==> src/rtl/fifo_unpacker.sv <==
// fifo_unpacker: read-side stage for a first-word-fall-through FIFO.
// Pops WIDTH-bit words and emits them as WIDTH/CHUNK chunks over a
// valid/ready interface, least-significant chunk first. The next word is
// fetched on the same cycle the last chunk of the current word is accepted,
// so a non-empty FIFO and a ready consumer give one chunk per cycle.
// Optional feature macro: FIFO_UNPACKER_LAST_EN adds out_last, which marks
// the final chunk of each word.
module fifo_unpacker #(
  parameter int WIDTH = 8,
  parameter int CHUNK = 2
) (
  input  logic             clk,
  input  logic             reset,
  input  logic             fifo_empty,
  input  logic [WIDTH-1:0] fifo_data,
  output logic             fifo_read,
  output logic             out_valid,
  input  logic             out_ready,
  output logic [CHUNK-1:0] out_data,
  output logic             busy
`ifdef FIFO_UNPACKER_LAST_EN
  ,
  output logic             out_last
`endif
);

  localparam int RATIO = WIDTH / CHUNK;
  localparam int IDX_W = (RATIO > 1) ? $clog2(RATIO) : 1;
  localparam logic [IDX_W-1:0] LAST_IDX = IDX_W'(RATIO - 1);
  localparam logic [IDX_W-1:0] IDX_ONE  = IDX_W'(1);

  // Reject geometries that cannot be split into at least two whole chunks.
  if ((CHUNK < 1) || ((WIDTH % CHUNK) != 0) || (RATIO < 2)) begin : g_bad_param
    $error("fifo_unpacker: WIDTH must be a multiple of CHUNK with WIDTH/CHUNK >= 2");
  end

  typedef enum logic [0:0] {
    IDLE = 1'b0,
    SEND = 1'b1
  } state_t;

  state_t             state_r;
  logic [WIDTH-1:0]   wbuf_r;
  logic [IDX_W-1:0]   idx_r;
  logic               out_valid_r;
  logic               busy_r;
  logic [CHUNK-1:0]   out_data_r;

  logic               accept_s;
  logic               last_s;
  logic               load_s;
  logic [IDX_W-1:0]   idx_inc_s;

  // Select chunk number i of a word; chunk 0 is the least-significant one.
  function automatic logic [CHUNK-1:0] chunk_of(input logic [WIDTH-1:0] w,
                                                input logic [IDX_W-1:0] i);
    logic [CHUNK-1:0] c;
    c = {CHUNK{1'b0}};
    for (int k = 0; k < RATIO; k++) begin
      if (i == IDX_W'(k)) begin
        c = w[k*CHUNK +: CHUNK];
      end else begin
        c = c;
      end
    end
    return c;
  endfunction

  // Handshake decode and the load decision that drives the FIFO pop.
  always_comb begin
    accept_s  = out_valid_r & out_ready;
    last_s    = (idx_r == LAST_IDX);
    idx_inc_s = idx_r + IDX_ONE;
    load_s    = ~fifo_empty & ((state_r == IDLE) | (accept_s & last_s));
  end

  // The pop strobe is held low while reset is asserted.
  assign fifo_read = load_s & reset;

  // Word capture, chunk stepping and the registered output stage.
  always_ff @(posedge clk or negedge reset) begin
    if (!reset) begin
      state_r     <= IDLE;
      wbuf_r      <= {WIDTH{1'b0}};
      idx_r       <= {IDX_W{1'b0}};
      out_valid_r <= 1'b0;
      busy_r      <= 1'b0;
      out_data_r  <= {CHUNK{1'b0}};
    end else begin
      case (state_r)
        IDLE: begin
          if (load_s) begin
            state_r     <= SEND;
            wbuf_r      <= fifo_data;
            idx_r       <= {IDX_W{1'b0}};
            out_valid_r <= 1'b1;
            busy_r      <= 1'b1;
            out_data_r  <= fifo_data[CHUNK-1:0];
          end else begin
            state_r <= IDLE;
          end
        end
        SEND: begin
          if (load_s) begin
            // Last chunk accepted with another word waiting: chain straight on.
            state_r     <= SEND;
            wbuf_r      <= fifo_data;
            idx_r       <= {IDX_W{1'b0}};
            out_valid_r <= 1'b1;
            busy_r      <= 1'b1;
            out_data_r  <= fifo_data[CHUNK-1:0];
          end else if (accept_s && last_s) begin
            // Word finished and nothing queued: park, showing chunk 0 as idle data.
            state_r     <= IDLE;
            idx_r       <= {IDX_W{1'b0}};
            out_valid_r <= 1'b0;
            busy_r      <= 1'b0;
            out_data_r  <= wbuf_r[CHUNK-1:0];
          end else if (accept_s) begin
            idx_r      <= idx_inc_s;
            out_data_r <= chunk_of(wbuf_r, idx_inc_s);
          end else begin
            // Stalled: everything holds until the consumer accepts.
            state_r <= SEND;
          end
        end
        default: begin
          state_r     <= IDLE;
          idx_r       <= {IDX_W{1'b0}};
          out_valid_r <= 1'b0;
          busy_r      <= 1'b0;
        end
      endcase
    end
  end

  assign out_valid = out_valid_r;
  assign busy      = busy_r;
  assign out_data  = out_data_r;

`ifdef FIFO_UNPACKER_LAST_EN
  logic out_last_r;

  // Flag the final chunk of a word, updated in step with out_data.
  always_ff @(posedge clk or negedge reset) begin
    if (!reset) begin
      out_last_r <= 1'b0;
    end else if (load_s) begin
      out_last_r <= 1'b0;
    end else if (accept_s) begin
      out_last_r <= ~last_s & (idx_inc_s == LAST_IDX);
    end else begin
      out_last_r <= out_last_r;
    end
  end

  assign out_last = out_last_r;
`endif

endmodule

==> config.mk <==
export PLATFORM = sky130hd
export DESIGN_NAME = fifo_unpacker
export DESIGN_NICKNAME = d
export VERILOG_FILES = /design/src/rtl/fifo_unpacker.sv
export SDC_FILE = /design/constraint.sdc
export NUM_CORES = 1
export LEC_CHECK = 0
export ABC_CLOCK_PERIOD_IN_PS = 2950
export BUFFER_PORTS_ARGS = -buffer_cell sky130_fd_sc_hd__buf_2
export CAP_MARGIN = 40
export CELL_PAD_IN_SITES_DETAIL_PLACEMENT = 2
export CELL_PAD_IN_SITES_GLOBAL_PLACEMENT = 2
export CORE_ASPECT_RATIO = 1.1
export CORE_MARGIN = 5
export CORE_UTILIZATION = 34
export CTS_CLUSTER_SIZE = 25
export DETAILED_ROUTE_END_ITERATION = 10
export GPL_TIMING_DRIVEN = 0
export PLACE_DENSITY_LB_ADDON = 0.1
export SKIP_LAST_GASP = 1
export SLEW_MARGIN = 20
export SYNTH_ARGS = -nofsm -noshare
export SYNTH_HDL_FRONTEND = slang
export SYNTH_SLANG_ARGS = --single-unit
==> constraint.sdc <==
create_clock -name clk -period 2.95 [get_ports clk]
set_input_delay 0.59 -clock clk [delete_from_list [all_inputs] [get_ports clk]]
set_output_delay 0.59 -clock clk [all_outputs]
set_load 0.01 [all_outputs]
==> results.sh, run 1 <==
export IMPL_status="finished clean"
export IMPL_finalNetCount=113
export IMPL_htreeDepth=1
export IMPL_fillers=275
export IMPL_finalCriticalPeriod_ns=2.51
export IMPL_wl_per_cell_um=14.7
export IMPL_synth_common_cells="dfrtp_1, nand2_1, o21ai_0"
export IMPL_cp_arrival_ns=1.92
export IMPL_layout_setup_ws_ns=0.444
export IMPL_synth_avg_cell_area_um2=10.0
export IMPL_cap_violations=0
export IMPL_setup_viol=0
export IMPL_crit_required_ns=2.36
export IMPL_port_buffers=15
export IMPL_vias_per_cell=5.11
export IMPL_rsz0062_at_grt="no"
export IMPL_overflow=0
export IMPL_yosys_area_share_xor_xnor_pct=1.13
export IMPL_cts_tree="yes"
export IMPL_ant_nets=0
export IMPL_post_cts_buffers=0
export IMPL_period_share_pct=84.9
export IMPL_die_height_um=60.0
export IMPL_drt_pass1_iterations=4
export IMPL_synth_top_cell_by_area="dfrtp_1"
export IMPL_synth_compound_area_share_pct=20.1
export IMPL_r2r_cells=5
export IMPL_synth_seq_cells=14
export IMPL_syn_cell_area_um2=773
export IMPL_clk_pin_slew_ns=0.08
export IMPL_synth_top_area_share_pct=45.3
export IMPL_synthAdderAreaFrac_pct=6.47
export IMPL_crit_type="reg2out"
export IMPL_post_cts_resized=0
export IMPL_worst_pin_slew_ns=0.317
export IMPL_setup_tns_ns=0
export IMPL_cpPeakStageDelay_ns=0.45
export IMPL_routabilityCongestion=0.698
export IMPL_worstSetupStartpointType="register"
export IMPL_holdCritPathClass="in2async"
export IMPL_initial_utilization_pct=35.0
export IMPL_grt_pass1_wl_mm=3.32
export IMPL_grt_pass1_vias=705
export IMPL_clk_latency_ns=0.27
export IMPL_cts_buffers=3
export IMPL_crit_slowest_cell="dfrtp_1"
export IMPL_die_area_um2=3330
export IMPL_slew_headroom_pct=78.6
export IMPL_coreArea_um2=2210
export IMPL_synth_ff_type="dfrtp_1"
export IMPL_fin_skew_ns=0.00204
export IMPL_ios=17
export IMPL_synth_edf_count=0
export IMPL_die_x_um=55.5
export IMPL_max_freq_mhz=399
export IMPL_hpwl_mm=1.47
export IMPL_leakage_nw=0.426
export IMPL_irDropWorstVdd_uv=327
export IMPL_ys_warn_count=0
export IMPL_place_ws_ns=0.727
export IMPL_synthMostInstantiatedCell="dfrtp_1"
export IMPL_synth_top_family_by_area="compound AO/OA/AOI/OAI gates"
export IMPL_root_buffer="clkbuf_4"
export IMPL_antennaDiodeCount=0
export IMPL_path_cells="ha_1 -> nand3_2 -> a21oi_4 -> buf_6 -> and2_2 -> buf_2"
export IMPL_async_reset_ff_share_pct=100
export IMPL_postSynthCellCount=77
export IMPL_synthSimpleGateAreaFrac_pct=12.5
export IMPL_drv_slew=0
export IMPL_antenna_found_initial=0
export IMPL_drt_initial_drc_count=6
export IMPL_clock_sinks=14
export IMPL_worstPathMaxFanout=10
export IMPL_ys_types=25
export IMPL_critPathCaptureType="primary output"
export IMPL_total_power_mw=0.648
export IMPL_rows=18
export IMPL_hold_viol=0
export IMPL_drive_gt1_share_pct=31.6
export IMPL_num_vias=639
export IMPL_grt_max_degree=16
export IMPL_syn_num_nets=93
export IMPL_areaGrowthSynthToFinish_pct=17.5
export IMPL_gr_usage_all_layers_pct=12.8
export IMPL_yosysSeqAreaShare_pct=45.3
export IMPL_yosys_top_cells_area="dfrtp_1, ha_1, nand2_1, o21ai_0, mux2_2"
export IMPL_drc=0
export IMPL_routed_wl_mm=1.84
export IMPL_synthMuxAreaShare_pct=7.61
export IMPL_cts_hold_buf=0
export IMPL_clockBufferDepth=2
export IMPL_power_density_nw_per_um2=713
-- stage by stage --
step                      instance area, µm²  cells  util [%]  hold slack (ns)
after CTS                                908    125      41.2            0.210
after floorplan                          773     77         -            0.294
after detailed placement                 886    122      40.1            0.508
final                                    908    125      41.2            0.203
after global placement                   886    122      40.1            0.507
after global routing                     908    125      41.2            0.224
-- layout make-up --
type / instances / area (µm²) / share of cell area [%]
clock buffers: 3 / 22.5 / 2.48
inverters: 6 / 22.5 / 2.48
flip-flops and latches: 14 / 350 / 38.6
multi-input cells: 53 / 369 / 40.6
well taps: 30 / 37.5 / 4.13
repair buffers: 15 / 75.1 / 8.26
plain buffers: 4 / 31.3 / 3.44
-- state kept, by name (all words and copies together), names as in the netlist --
| register | cells |
|---|---|
| wbuf_r | 8 |
| idx_r | 2 |
| out_data | 2 |
| busy | 1 |
| state_r | 1 |
-- power by group --
group / leakage [nW] / total, mW / internal, mW / switching, mW
combinational: 0.243 / 0.249 / 0.117 / 0.132
sequential: 0.170 / 0.292 / 0.250 / 0.0426
clock: 0.0138 / 0.107 / 0.0472 / 0.0597
-- per-layer routing --
metal / up-vias / global-route usage, % / part of all wire, %
li1: 304 / - / -
met1: 321 / 14.7 / 45
met2: 12 / 23.3 / 50
met3: 2 / 2.81 / 4.1
met4: 0 / 5.21 / 1.0
met5: - / 0 / 0
-- worst paths after layout --
kind	endpoint	start	slack, ns
hold reg to reg	wbuf_r[7]$_DFFE_PN0P_	wbuf_r[7]$_DFFE_PN0P_	0.52
hold / removal	wbuf_r[4]$_DFFE_PN0P_	reset	0.20
setup / recovery	fifo_read	idx_r[0]$_DFFE_PN0P_	0.44
setup reg to reg	wbuf_r[6]$_DFFE_PN0P_	idx_r[0]$_DFFE_PN0P_	1.16
min in group clk	wbuf_r[7]$_DFFE_PN0P_	wbuf_r[7]$_DFFE_PN0P_	0.52
max in group asynchronous	busy$_DFFE_PN0P_	reset	2.50
-- logic make-up (layout without fill, tap and decap cells) --
kind of cell             Yosys count  after routing
AO/OA/AOI/OAI                     23             23
XOR/XNOR                           1              1
adder cells (fa/ha/maj)            4              4
buffers and inverters             10             28
flip-flops                        14             14
multiplexers                       5              5
AND/OR/NAND/NOR                   20             20
-- critical path: cells and delay by family, from the launching register on --
family	cells	cell delay [ns]
and+or+nand+nor	2	0.30
DFF	1	0.45
buffers and inverters	2	0.29
AOI/OAI and AO/OA	1	0.25
adders and majority gates	1	0.36
-- placed cells by master, fill, tap and decap left out, types with 2 or more instances in the layout --
| cell type | instances |
|---|---|
| a221oi_1 | 2 |
| o211ai_1 | 2 |
| nand3_1 | 3 |
| mux2_2 | 3 |
| ha_1 | 4 |
| a21boi_0 | 2 |
| dfrtp_1 | 14 |
| a21oi_1 | 5 |
| buf_4 | 2 |
| inv_1 | 6 |
| nand2_1 | 13 |
| buf_2 | 15 |
| o21ai_0 | 8 |
| clkbuf_4 | 3 |
Power figures use the tool's default switching activity.
==> run 2: changes to the inputs <==
--- a/config.mk
+++ b/config.mk
@@ -5,14 +5,14 @@
 export SDC_FILE = /design/constraint.sdc
 export NUM_CORES = 1
 export LEC_CHECK = 0
-export ABC_CLOCK_PERIOD_IN_PS = 2950
+export ABC_CLOCK_PERIOD_IN_PS = 2100
 export BUFFER_PORTS_ARGS = -buffer_cell sky130_fd_sc_hd__buf_2
 export CAP_MARGIN = 40
 export CELL_PAD_IN_SITES_DETAIL_PLACEMENT = 2
 export CELL_PAD_IN_SITES_GLOBAL_PLACEMENT = 2
 export CORE_ASPECT_RATIO = 1.1
 export CORE_MARGIN = 5
-export CORE_UTILIZATION = 34
+export CORE_UTILIZATION = 28
 export CTS_CLUSTER_SIZE = 25
 export DETAILED_ROUTE_END_ITERATION = 10
 export GPL_TIMING_DRIVEN = 0
==> constraint.sdc (replaced) <==
create_clock -name clk -period 2.1 [get_ports clk]
set_input_delay 0.42 -clock clk [delete_from_list [all_inputs] [get_ports clk]]
set_output_delay 0.42 -clock clk [all_outputs]
set_load 0.01 [all_outputs]
==> run 2 against run 1 <==
Net effect:
- global-route usage down 1.3 points
- first-iteration DRC count up 33%
- non-clock buffer count up 3
- largest power group unchanged
- via count down 0.78%
- core utilization down 6.1 points
- highest routed layer unchanged
- clock power up 46%
- critical endpoint unchanged
- critical path depth unchanged
- critical path type unchanged
- sequential share of layout area down 1.5 points
- register-to-register slack worse by 0.72 ns
==> results.sh, run 2 (synthesis results as in run 1) <==
export IMPL_drv_slew=0
export IMPL_mostFrequentLayoutCells="buf_2, nand2_1, dfrtp_1"
export IMPL_hold_viol=0
export IMPL_total_power_mw=0.967
export IMPL_crit_slowest_cell="dfrtp_1"
export IMPL_setup_tns_ns=0
export IMPL_cts_buffers=3
export IMPL_worst_pin_slew_ns=0.338
export IMPL_routabilityCongestion=0.702
export IMPL_max_freq_mhz=500
export IMPL_die_x_um=60.1
export IMPL_wl_per_cell_um=14.7
export IMPL_drt_pass1_iterations=3
export IMPL_antenna_found_initial=0
export IMPL_crit_type="reg2out"
export IMPL_port_buffers=15
export IMPL_rows=20
export IMPL_ant_nets=0
export IMPL_clk_latency_ns=0.28
export IMPL_rsz0062_at_grt="no"
export IMPL_routed_wl_mm=1.93
export IMPL_htreeDepth=1
export IMPL_finalNonFillerCells=131
export IMPL_grt_max_degree=16
export IMPL_grt_pass1_vias=703
export IMPL_mostFrequentLayoutCell="buf_2"
export IMPL_cts_tree="yes"
export IMPL_hpwl_mm=1.45
export IMPL_drc=0
export IMPL_cpPeakStageDelay_ns=0.40
export IMPL_antennaDiodeCount=0
export IMPL_coreArea_um2=2700
export IMPL_cap_violations=0
export IMPL_worstSetupStartpointType="register"
export IMPL_finalCriticalPeriod_ns=2.00
export IMPL_leakage_nw=0.440
export IMPL_die_area_um2=3910
export IMPL_root_buffer="clkbuf_4"
export IMPL_regMostFlops="wbuf_r"
export IMPL_critPathCaptureType="primary output"
export IMPL_drt_initial_drc_count=8
export IMPL_place_area_um2=890
export IMPL_period_share_pct=95.2
export IMPL_layout_setup_ws_ns=0.101
export IMPL_ios=17
export IMPL_gr_usage_all_layers_pct=11.5
export IMPL_initial_utilization_pct=28.6
export IMPL_place_ws_ns=0.0776
export IMPL_die_height_um=65.1
export IMPL_vias_per_cell=4.84
export IMPL_path_cells="ha_4 -> nand3_2 -> a21oi_4 -> buf_6 -> and2_2 -> buf_2"
export IMPL_overflow=0
export IMPL_areaGrowthSynthToFinish_pct=22.7
export IMPL_drive_gt1_share_pct=35.7
export IMPL_status="finished clean"
export IMPL_fillers=304
export IMPL_irDropWorstVdd_uv=395
export IMPL_fin_skew_ns=0.00486
export IMPL_clk_pin_slew_ns=0.09
export IMPL_cp_arrival_ns=1.58
export IMPL_grt_pass1_wl_mm=3.33
export IMPL_r2r_slack_ns=0.44
export IMPL_worstPathMaxFanout=10
export IMPL_clock_sinks=14
export IMPL_crit_required_ns=1.68
export IMPL_final_area_um2=948
export IMPL_holdCritPathClass="in2async"
export IMPL_setup_viol=0
export IMPL_dpl_cell_count=125
export IMPL_finalNetCount=116
export IMPL_clockBufferDepth=2
export IMPL_power_density_nw_per_um2=1020
export IMPL_largest_reg_flops=8
export IMPL_slew_headroom_pct=77.4
export IMPL_num_vias=634
-- run 2: changes by cell type in the layout (fill, tap and decap cells not counted), sizes merged --
cell and change:
buf +3
-- run 2: final cells by class --
| type | instances | area [µm²] | area share (%) |
|---|---|---|---|
| clock buffers | 3 | 22.5 | 2.37 |
| multi-input cells | 53 | 382 | 40.2 |
| plain buffers | 4 | 31.3 | 3.30 |
| well taps | 33 | 41.3 | 4.35 |
| flip-flops and latches | 14 | 352 | 37.1 |
| repair buffers | 18 | 97.6 | 10.3 |
| inverters | 6 | 22.5 | 2.37 |
-- run 2: final timing paths --
check	startpoint	cells after the start	end
max in group asynchronous	reset	1	idx_r[0]$_DFFE_PN0P_
hold / removal	reset	1	wbuf_r[6]$_DFFE_PN0P_
setup / recovery	idx_r[1]$_DFFE_PN0P_	6	fifo_read
setup reg to reg	idx_r[0]$_DFFE_PN0P_	7	out_data[1]$_DFFE_PN0P_
hold reg to reg	wbuf_r[3]$_DFFE_PN0P_	1	wbuf_r[3]$_DFFE_PN0P_
min in group clk	fifo_data[4]	3	wbuf_r[4]$_DFFE_PN0P_
-- run 2: through the flow --
stage                     hold slack [ns]  utilization [%]
final                              0.0257             35.1
after detailed placement            0.343             32.9
after global routing               0.0498             35.1
after floorplan                     0.124                -
after global placement              0.342             32.9
after CTS                          0.0344             34.8
-- run 2: critical path, delay by kind of cell, from the launching register on --
| family | cells | cell delay (ns) |
|---|---|---|
| AO/OA/AOI/OAI | 1 | 0.18 |
| adder cells (fa/ha/maj) | 1 | 0.19 |
| flip-flops | 1 | 0.40 |
| AND/OR/NAND/NOR | 2 | 0.24 |
| buffers and inverters | 2 | 0.28 |
-- run 2: metal layers --
layer / GRT usage [%] / wire length [µm] / vias to the layer above
li1: - / - / 310
met1: 14.1 / 836 / 304
met2: 18.6 / 946 / 15
met3: 1.96 / 92 / 5
met4: 6.65 / 55 / 0
met5: 0 / 0 / -
-- run 2: power by group --
part | switching, mW | total (mW) | internal (mW) | leakage, nW
logic | 0.206 | 0.401 | 0.196 | 0.258
clock network | 0.0892 | 0.156 | 0.0665 | 0.0138
registers | 0.0570 | 0.410 | 0.353 | 0.168
total | 0.352 | 0.967 | 0.615 | 0.440
-- run 2: repair_timing --
item                                    4_1_cts  5_1_grt
resized for setup                             3        0
gates cloned                                  0        0
buffers inserted                              2        1
hold buffers                                  0        0
endpoints found under the setup margin        1        1
pin swaps                                     0        1
